==> src/rtl/stat_cnt_pkg.sv <==
`default_nettype none
// ============================================================================
// Module      : stat_cnt_pkg
// Description : Shared types and helpers for the statistics counter store.
//               Holds the pipeline op record, the depth helper and the
//               saturating / wrapping adder used by the update stage.
// Revision    : 1.0 - initial release
// ============================================================================
package stat_cnt_pkg;

    // Widest supported counter index and counter; the op record is sized to
    // these and narrowed with casts inside the parametrised modules.
    localparam int MAX_ADDR_W = 10;
    localparam int MAX_CNT_W  = 64;

    // One pipeline operation: increment and/or read (with optional clear).
    typedef struct packed {
        logic [MAX_ADDR_W-1:0] addr;
        logic [MAX_CNT_W-1:0]  inc;
        logic                  rd;
        logic                  clr;
        logic                  vld;
    } op_t;

    // Number of counters for a given index width.
    function automatic int depth(input int aw);
        return 1 << aw;
    endfunction

    // Adds two width-bit values (held zero-extended in 64 bits). With sat set
    // the result clamps to all-ones on carry out, otherwise it wraps.
    function automatic logic [MAX_CNT_W-1:0] sat_add(
        input logic [MAX_CNT_W-1:0] a,
        input logic [MAX_CNT_W-1:0] b,
        input int                   width,
        input logic                 sat
    );
        logic [MAX_CNT_W:0]   sum;
        logic [MAX_CNT_W-1:0] mask;
        // A shift by the full 64 bits yields zero, so mask is all-ones then.
        mask = ~({MAX_CNT_W{1'b1}} << width);
        sum  = {1'b0, a} + {1'b0, b};
        if (sat && sum[width]) begin
            return mask;
        end
        return sum[MAX_CNT_W-1:0] & mask;
    endfunction

endpackage
`default_nettype wire

==> src/rtl/stat_cnt_mem.sv <==
`default_nettype none
// ============================================================================
// Module      : stat_cnt_mem
// Description : Simple dual-port distributed RAM for the counter array.
//               Asynchronous read, synchronous write, no reset on contents.
// Revision    : 1.0 - initial release
// ============================================================================
module stat_cnt_mem
    import stat_cnt_pkg::*;
#(
    parameter int ADDR_WIDTH = 4,
    parameter int CNT_WIDTH  = 64
) (
    input  logic                  clk,
    input  logic                  we_i,
    input  logic [ADDR_WIDTH-1:0] waddr_i,
    input  logic [CNT_WIDTH-1:0]  wdata_i,
    input  logic [ADDR_WIDTH-1:0] raddr_i,
    output logic [CNT_WIDTH-1:0]  rdata_o
);

    localparam int DEPTH = depth(ADDR_WIDTH);

    logic [CNT_WIDTH-1:0] mem_q [0:DEPTH-1];

    // Single write port shared by the init sweep and the update stage.
    always_ff @(posedge clk) begin
        if (we_i) begin
            mem_q[waddr_i] <= wdata_i;
        end
    end

    assign rdata_o = mem_q[raddr_i];

endmodule
`default_nettype wire

==> src/rtl/stat_cnt_ram.sv <==
`default_nettype none
// ============================================================================
// Module      : stat_cnt_ram
// Description : Statistics counter store. One increment or read per cycle
//               through a two-edge read-modify-write pipeline with a
//               same-index bypass; optional clear-on-read and saturation.
//               Zeroes every entry after reset before accepting traffic.
// Revision    : 1.0 - initial release
// ============================================================================
module stat_cnt_ram
    import stat_cnt_pkg::*;
#(
    parameter int ADDR_WIDTH = 4,
    parameter int CNT_WIDTH  = 64,
    parameter int INC_WIDTH  = 16,
    parameter int SATURATE   = 0,
    parameter int CLR_ON_RD  = 1
) (
    input  logic                  clk,
    input  logic                  rst,
    input  logic                  inc_vld,
    input  logic [ADDR_WIDTH-1:0] inc_addr,
    input  logic [INC_WIDTH-1:0]  inc_val,
    input  logic                  rd_req,
    input  logic [ADDR_WIDTH-1:0] rd_addr,
    output logic                  rd_rdy,
    output logic                  rd_vld,
    output logic [CNT_WIDTH-1:0]  rd_data,
    output logic                  init_busy
);

    localparam int                    DEPTH    = depth(ADDR_WIDTH);
    localparam logic [ADDR_WIDTH-1:0] LAST_IDX = ADDR_WIDTH'(DEPTH - 1);

    typedef enum logic [0:0] {
        ST_INIT = 1'b0,
        ST_RUN  = 1'b1
    } init_state_e;

    init_state_e           state_q;
    logic [ADDR_WIDTH-1:0] init_ptr_q;
    logic                  init_busy_q;

    op_t                   op_d;
    op_t                   op_q;
    logic [CNT_WIDTH-1:0]  operand_d;
    logic [CNT_WIDTH-1:0]  operand_q;
    logic                  rd_vld_q;
    logic [CNT_WIDTH-1:0]  rd_data_q;

    logic                  w_inc_ok;
    logic                  w_rd_ok;
    logic                  w_rd_rdy;
    logic                  w_bypass;
    logic [CNT_WIDTH-1:0]  w_base;
    logic [CNT_WIDTH-1:0]  w_new;
    logic [CNT_WIDTH-1:0]  w_mem_rdata;
    logic                  w_mem_we;
    logic [ADDR_WIDTH-1:0] w_mem_waddr;
    logic [CNT_WIDTH-1:0]  w_mem_wdata;

    // Init sweep: zero one entry per cycle, then hand the RAM to the pipeline.
    always_ff @(posedge clk) begin
        if (rst) begin
            state_q     <= ST_INIT;
            init_ptr_q  <= '0;
            init_busy_q <= 1'b1;
        end else begin
            case (state_q)
                ST_INIT: begin
                    init_ptr_q <= init_ptr_q + ADDR_WIDTH'(1);
                    if (init_ptr_q == LAST_IDX) begin
                        state_q     <= ST_RUN;
                        init_busy_q <= 1'b0;
                    end
                end
                ST_RUN:  state_q <= ST_RUN;
                default: state_q <= ST_INIT;
            endcase
        end
    end

    // Op formation: the increment always wins; a read to another index waits.
    always_comb begin
        w_inc_ok  = inc_vld & ~init_busy_q;
        w_rd_rdy  = ~init_busy_q & (~inc_vld | (inc_addr == rd_addr));
        w_rd_ok   = rd_req & w_rd_rdy;
        op_d      = '0;
        op_d.vld  = w_inc_ok | w_rd_ok;
        op_d.addr = MAX_ADDR_W'(w_inc_ok ? inc_addr : rd_addr);
        op_d.inc  = w_inc_ok ? MAX_CNT_W'(inc_val) : '0;
        op_d.rd   = w_rd_ok;
        op_d.clr  = w_rd_ok & (CLR_ON_RD != 0);
    end

    // Update value for the op in S1; the bypass feeds it to a same-index
    // successor because the RAM write lands only on the next edge.
    always_comb begin
        w_base    = op_q.clr ? '0 : operand_q;
        w_new     = CNT_WIDTH'(sat_add(MAX_CNT_W'(w_base), op_q.inc,
                                       CNT_WIDTH, SATURATE != 0));
        w_bypass  = op_q.vld & (op_q.addr == op_d.addr);
        operand_d = w_bypass ? w_new : w_mem_rdata;
    end

    // S1: capture the op and its current counter value.
    always_ff @(posedge clk) begin
        if (rst) begin
            op_q <= '0;
        end else begin
            op_q <= op_d;
        end
        operand_q <= operand_d;
    end

    // Read-out: return the value seen before this op's clear or increment.
    always_ff @(posedge clk) begin
        if (rst) begin
            rd_vld_q  <= 1'b0;
            rd_data_q <= '0;
        end else begin
            rd_vld_q <= op_q.vld & op_q.rd;
            if (op_q.vld & op_q.rd) begin
                rd_data_q <= operand_q;
            end
        end
    end

    // The sweep and the pipeline are mutually exclusive in time.
    assign w_mem_we    = (init_busy_q | op_q.vld) & ~rst;
    assign w_mem_waddr = init_busy_q ? init_ptr_q : ADDR_WIDTH'(op_q.addr);
    assign w_mem_wdata = init_busy_q ? '0 : w_new;

    stat_cnt_mem #(
        .ADDR_WIDTH (ADDR_WIDTH),
        .CNT_WIDTH  (CNT_WIDTH)
    ) u_mem (
        .clk     (clk),
        .we_i    (w_mem_we),
        .waddr_i (w_mem_waddr),
        .wdata_i (w_mem_wdata),
        .raddr_i (ADDR_WIDTH'(op_d.addr)),
        .rdata_o (w_mem_rdata)
    );

    assign rd_rdy    = w_rd_rdy;
    assign rd_vld    = rd_vld_q;
    assign rd_data   = rd_data_q;
    assign init_busy = init_busy_q;

endmodule
`default_nettype wire

==> config.mk <==
export PLATFORM = sky130hd
export DESIGN_NAME = stat_cnt_ram
export DESIGN_NICKNAME = d
export VERILOG_FILES = /design/src/rtl/stat_cnt_pkg.sv /design/src/rtl/stat_cnt_mem.sv /design/src/rtl/stat_cnt_ram.sv
export SDC_FILE = /design/constraint.sdc
export NUM_CORES = 2
export LEC_CHECK = 0
export CAP_MARGIN = 30
export CORE_UTILIZATION = 41
export CTS_BUF_LIST = sky130_fd_sc_hd__clkbuf_2
export DETAILED_ROUTE_END_ITERATION = 16
export SYNTH_ARGS = -nofsm -noshare
export SYNTH_HDL_FRONTEND = slang
export SYNTH_HIERARCHICAL = 1
export SYNTH_SLANG_ARGS = --single-unit
==> constraint.sdc <==
create_clock -name clk -period 8.95 [get_ports clk]
set_clock_uncertainty 0.15 [all_clocks]
set_input_delay 0.895 -clock clk [delete_from_list [all_inputs] [get_ports clk]]
set_output_delay 0.895 -clock clk [all_outputs]
set_load 0.01 [all_outputs]
**Word level (Yosys, flattened, before mapping)**

Memory sizes are Yosys's and may differ from the RTL's.
Cells that the tools add are included.

- Bits in registers: 211
- Bits in writable memories: 1024
- Input port bits: 28
- Output and inout port bits: 67
- Memories kept: 1

Memories:

| memory | depth | width | read ports | clocked after Yosys merged registers in | wr ports | RTL line | RTL |
|---|---|---|---|---|---|---|---|
| u_mem.mem_q | 16 | 64 | 1 | 0 | 1 | stat_cnt_mem.sv:24 | `logic [CNT_WIDTH-1:0] mem_q [0:DEPTH-1];` |

- $add $sub $neg: 2
- Equal/unequal tests: 3
- Mux-type cells: 9
- Bitwise gates (word level): 14
- Reduce and logical (&&, ||, !) cells: 2

Operators by type and width:

| cell | number |
|---|---|
| $mux W64 | 3 |
| $add A64 B64 Y64 | 1 |
| $eq A10 B4 Y1 | 1 |
| $mux W4 | 2 |
| $and A1 B1 Y1 | 6 |
| $not A1 Y1 | 5 |
| $add A4 B1 Y4 const B | 1 |
| $eq A4 B4 Y1 | 1 |
| $eq A4 B4 Y1 const B | 1 |
| $mux W1 | 3 |
| $or A1 B1 Y1 | 3 |
| $pmux W1 S2 | 1 |
| $reduce_and A2 Y1 | 1 |
| $reduce_or A2 Y1 | 1 |

**Longest topological paths before layout**

- Depth after elaboration: 6
- Mapped depth: 14
- Depth with buffers taken out: 11

**By module**

The synthesis kept the hierarchy.

By module, submodules not included:

| module | times used | cells each | area an instance (µm²) | seq. area each (µm²) |
|---|---|---|---|---|
| stat_cnt_mem | 1 | 1583 | 38300.5 | 30749.5 |
| stat_cnt_ram | 1 | 1065 | 8247.9 | 3143.0 |

**Worst setup path before layout**

Ideal clock, no wire load.

- Kind: input port to flip-flop
- Start point: in rst
- End point: mem u_mem.mem_q[0][0], enable pin
- Data arrival time: 6476 ps
- Required time: 8235 ps
- Path slack: 1760 ps
- Cell stages on the path: 6
- Cell sequence: clkbuf_1 -> clkbuf_1 -> buf_1 -> nor2_1 -> or3b_2 -> nor3_1

- Cells in the longest elaborated chain, start to end: 4

RTL lines:

| item | RTL line | RTL |
|---|---|---|
| from (decl) | stat_cnt_ram.sv:20 | `input logic rst,` |
| $not A1 Y1 | stat_cnt_ram.sv:130 | `assign w_mem_we = (init_busy_q \| op_q.vld) & ~rst;` |
| $and A1 B1 Y1 | stat_cnt_ram.sv:130 |  |
| via w_mem_we | stat_cnt_ram.sv:58 | `logic w_mem_we;` |
| $mux W1 | stat_cnt_mem.sv:28 | `if (we_i) begin` |
| $mux W1 (not written as such) | stat_cnt_mem.sv:29 | `mem_q[waddr_i] <= wdata_i;` |
| to (decl) | stat_cnt_mem.sv:24 |  |

The timed path passes the listed nets, and every way through them passes these cells.

**Worst setup path after layout**

- Start point: reg op_q[1] (netlist name)
- End point: mem u_mem.mem_q[14][23], data pin

- Cells in the longest elaborated chain, start to end: 3

RTL lines:

| item | RTL line | RTL |
|---|---|---|
| from (decl) | stat_cnt_ram.sv:45 | `op_t op_q;` |
| from (signal assigned) | stat_cnt_ram.sv:111 | `op_q <= op_d;` |
| $mux W64 | stat_cnt_ram.sv:99 | `w_base = op_q.clr ? '0 : operand_q;` |
| $add A64 B64 Y64 | stat_cnt_pkg.sv:42 | `sum = {1'b0, a} + {1'b0, b};` |
| $mux W64 | stat_cnt_ram.sv:132 | `assign w_mem_wdata = init_busy_q ? '0 : w_new;` |
| via w_mem_wdata[23] | stat_cnt_ram.sv:60 | `logic [CNT_WIDTH-1:0] w_mem_wdata;` |

The timed path passes the listed nets, and every way through them passes these cells.

==> flow_summary.yaml <==
worst_setup_path:
  r2r_setup_slack_ns: 3.89
  crit_path_max_incr_delay_ns: 0.85
  crit_path_cell_trace: "buf_4 > nand2b_1 > inv_1 > ha_1 > a21oi_1 > or3_4 > a31o_1 > a2111o_1 > a211oi_1 > xnor2_1 > nor2_1"
  crit_type: "register to register"
  start_kind: "register"
  r2r-end: "u_mem/mem_q[14][23]"
  crit_slowest_cell: "a2111o_1"
  critPathCaptureType: "register"
  cp.required_ns: 9.89
  timing.rr.start: "op_q[1]"
  critPathArrivalTime_ns: 5.99
  rr_worst_depth: 11
  cp_max_fo: 45
timing:
  setup_viol: 0
  fin_setup_tns_ns: 0
  timing.final.crit_share: 0.565
  slew_violations: 0
  min_period_ns: 5.06
  max_freq_mhz: 198
  hold_viol_final: 0
  slew_headroom: 0.284
  tightest_slew_ns: 1.07
  final.setup.worst_slack_ns: 3.89
  rsz0062_at_grt: "false"
clock_network:
  cts_tree: "built"
  ctsResizeCount: 0
  postCtsHoldBufs: 22
  clk_pin_slew_ns: 0.11
  cts_setup_buffers: 0
  root_buffer: "clkbuf_2"
  cts.htree.levels: 5
  clockBufferDepth: 4
  clock_sinks: 1181
  cts_made_buffers: 309
  clock_latency_ns: 1.56
logic_synthesis:
  synth_xor_area_frac: 0.0126
  synth.cell_area_mm2: 0.0465
  yosysMostFrequentCell: "edfxtp_1"
  synthTopCellsByArea: "edfxtp_1 (66%), mux4_2 (12%), dfxtp_1 (6.8%)"
  yosysWarnings: 6
  synth_edf_count: 1024
  syn_area_per_cell_um2: 17.6
  synth_flop_cell: "edfxtp_1"
  synthArstFlopShare: 0
  yosysTopAreaCell: "edfxtp_1"
  synthCells: 2648
  ys_seq_elements: 1181
  synthTopCellsByCount: "edfxtp_1 (1024), nand2_1 (286), mux4_2 (256)"
  yosys.area_share.simple: 0.0610
  synthAdderAreaFrac: 0.00500
  synth_top_family_by_area: "multiplexers"
  synth_top_area_frac: 0.661
  synth-seq-area-share: 0.728
  synth_cell_type_count: 76
  synthMuxAreaShare: 0.126
  synth_compound_area_frac: 0.0497
  syn-num-nets: 2694
global_routing:
  grt_pass1_vias: 27600
  antenna_found_initial: 4
  grt_max_degree: 141
  grt_usage: 0.214
  grt_pass1_wl_um: 180000
  grt_overflow: 0
worst_hold_path:
  hold_start: "rd_addr[1]"
  hp-class: "input port to register"
  holdPathStages: 3
  min_to: "op_q[68]"
drt:
  ant_nets: 0
  firstDrtPassIters: 6
  vias_per_cell: 5.62
  drcViolationCount: 0
  vias: 26500
  wl_per_cell_um: 26.0
  drt_iter0_markers: 2706
  wl_um: 123000
layout:
  fill_cells: 9648
  final_layout_size_suffix_gt1_frac: 0.273
  syn2layout_area_growth_pct: 12.7
  finalNetCount: 3035
die:
  die_x_um: 339
  coreArea_mm2: 0.112
  initial_core_util: 0.414
  die_y_um: 339
  rows: 123
  die_area_mm2: 0.115
  io_pins: 95
pwr:
  leakage_nw: 18.5
  ir_worst_vdd_mv: 0.122
  p_comb_frac: 0.054
  power_density_mw_per_mm2: 193
  power_frac_clock: 0.350
  p_seq_frac: 0.597
  sw_frac_of_total: 0.248
  p_int_w: 0.00764
  total_power_w: 0.0102
  p_sw_w: 0.00252
place:
  place_ws_ns: 3.78
  dp_hpwl_um: 65200
  place.port_buffers: 94
  place_congestion: 0.822
run_status:
  run_status: "complete, no violations"
run:
  cap_violations: 0
## flip-flops by register name, summed over array words and instances, names as in the netlist
register,cells
op_q,22
operand_q,64
state_q,1
rd_data,64
u_mem/mem_q,1024
init_busy,1
init_ptr_q,4
rd_vld,1
## worst max-delay path by stage
| stage | start | endpoint | slack, ns | cells after the start |
|---|---|---|---|---|
| 2_1_floorplan | rst | u_mem/mem_q[0][0] | 1.76 | 6 |
| 3_3_place_gp | inc_vld | operand_q[30] | 3.85 | 10 |
| 3_5_place_dp | inc_vld | operand_q[30] | 3.78 | 10 |
| 4_1_cts | op_q[1] | u_mem/mem_q[2][63] | 3.95 | 11 |
| 5_1_grt | op_q[1] | u_mem/mem_q[1][63] | 3.71 | 11 |
| 6_report | op_q[1] | u_mem/mem_q[14][23] | 3.89 | 11 |
## power by group through the flow
| stage | registers, W | logic (W) | clock network [W] |
|---|---|---|---|
| after floorplan | 0.00615 | 0.000375 | 0 |
| after global placement | 0.00618 | 0.000526 | 0 |
| after detailed placement | 0.00618 | 0.000532 | 0 |
| after CTS | 0.00606 | 0.000541 | 0.00365 |
| after global routing | 0.00607 | 0.000582 | 0.00392 |
| final | 0.00606 | 0.000543 | 0.00355 |
## cell families after synthesis
| family | after synthesis |
|---|---|
| DFF | 1181 |
| xor gates and xnor gates | 67 |
| AOI/OAI and AO/OA | 347 |
| and+or+nand+nor | 605 |
| buffers and inverters | 165 |
| muxes | 265 |
| adders and majority gates | 18 |
## layout make-up
class	instances	area, um2	area share
clock inverters	56	260	0.00496
multi-input cells	1302	12000	0.229
inverters	15	71.3	0.00136
clock buffers	476	2380	0.0454
well taps	1500	1880	0.0358
diodes	8	20.0	0.000382
flip-flops and latches	1181	33900	0.646
repair buffers	180	1970	0.0376
## layout by cell type (no fill, tap or decap), drive strengths merged, types with 9 or more instances in the layout
master	count
edfxtp	1024
clkbuf	476
nand2	287
mux4	256
dfxtp	157
a22oi	128
nor2	112
clkdlybuf4s50	93
a21oi	93
o21ai	66
buf	64
nor2b	56
xnor2	52
clkinv	46
nand3	25
and2	23
dlygate4sd3	22
nand4	21
inv	21
ha	17
xor2	15
nor3	15
nor4	14
a211oi	13
a2111oi	10
a31oi	9
## stage by stage
| stage | hold slack, ns | std cells | utilization | instance area [um2] |
|---|---|---|---|---|
| global placement | 0.295 | 4137 | 0.437 | 49200 |
| finish | 0.175 | 4718 | 0.466 | 52500 |
| detailed placement | 0.299 | 4148 | 0.439 | 49400 |
| floorplan | 0.277 | 2648 | - | 46500 |
| CTS | 0.0643 | 4702 | 0.465 | 52300 |
| global route | 0.118 | 4717 | 0.466 | 52500 |
## per-layer routing
layer  GRT usage  wire [um]  vias to the layer above
met1       0.279      49500                    13800
li1            -          -                    11400
met2       0.356      61600                     1170
met4      0.0762       2860                        0
met5           0          0                        -
met3      0.0416       8760                      207
## critical path: cells and delay by family (launching register included)
kind | cells | cell delay, ns
adder cells (fa/ha/maj) | 1 | 0.27
flip-flops | 1 | 0.34
AND/OR/NAND/NOR | 3 | 1.39
buffers and inverters | 2 | 0.53
XOR/XNOR | 1 | 0.18
AO/OA/AOI/OAI | 4 | 1.81
Power figures use the tool's default switching activity.
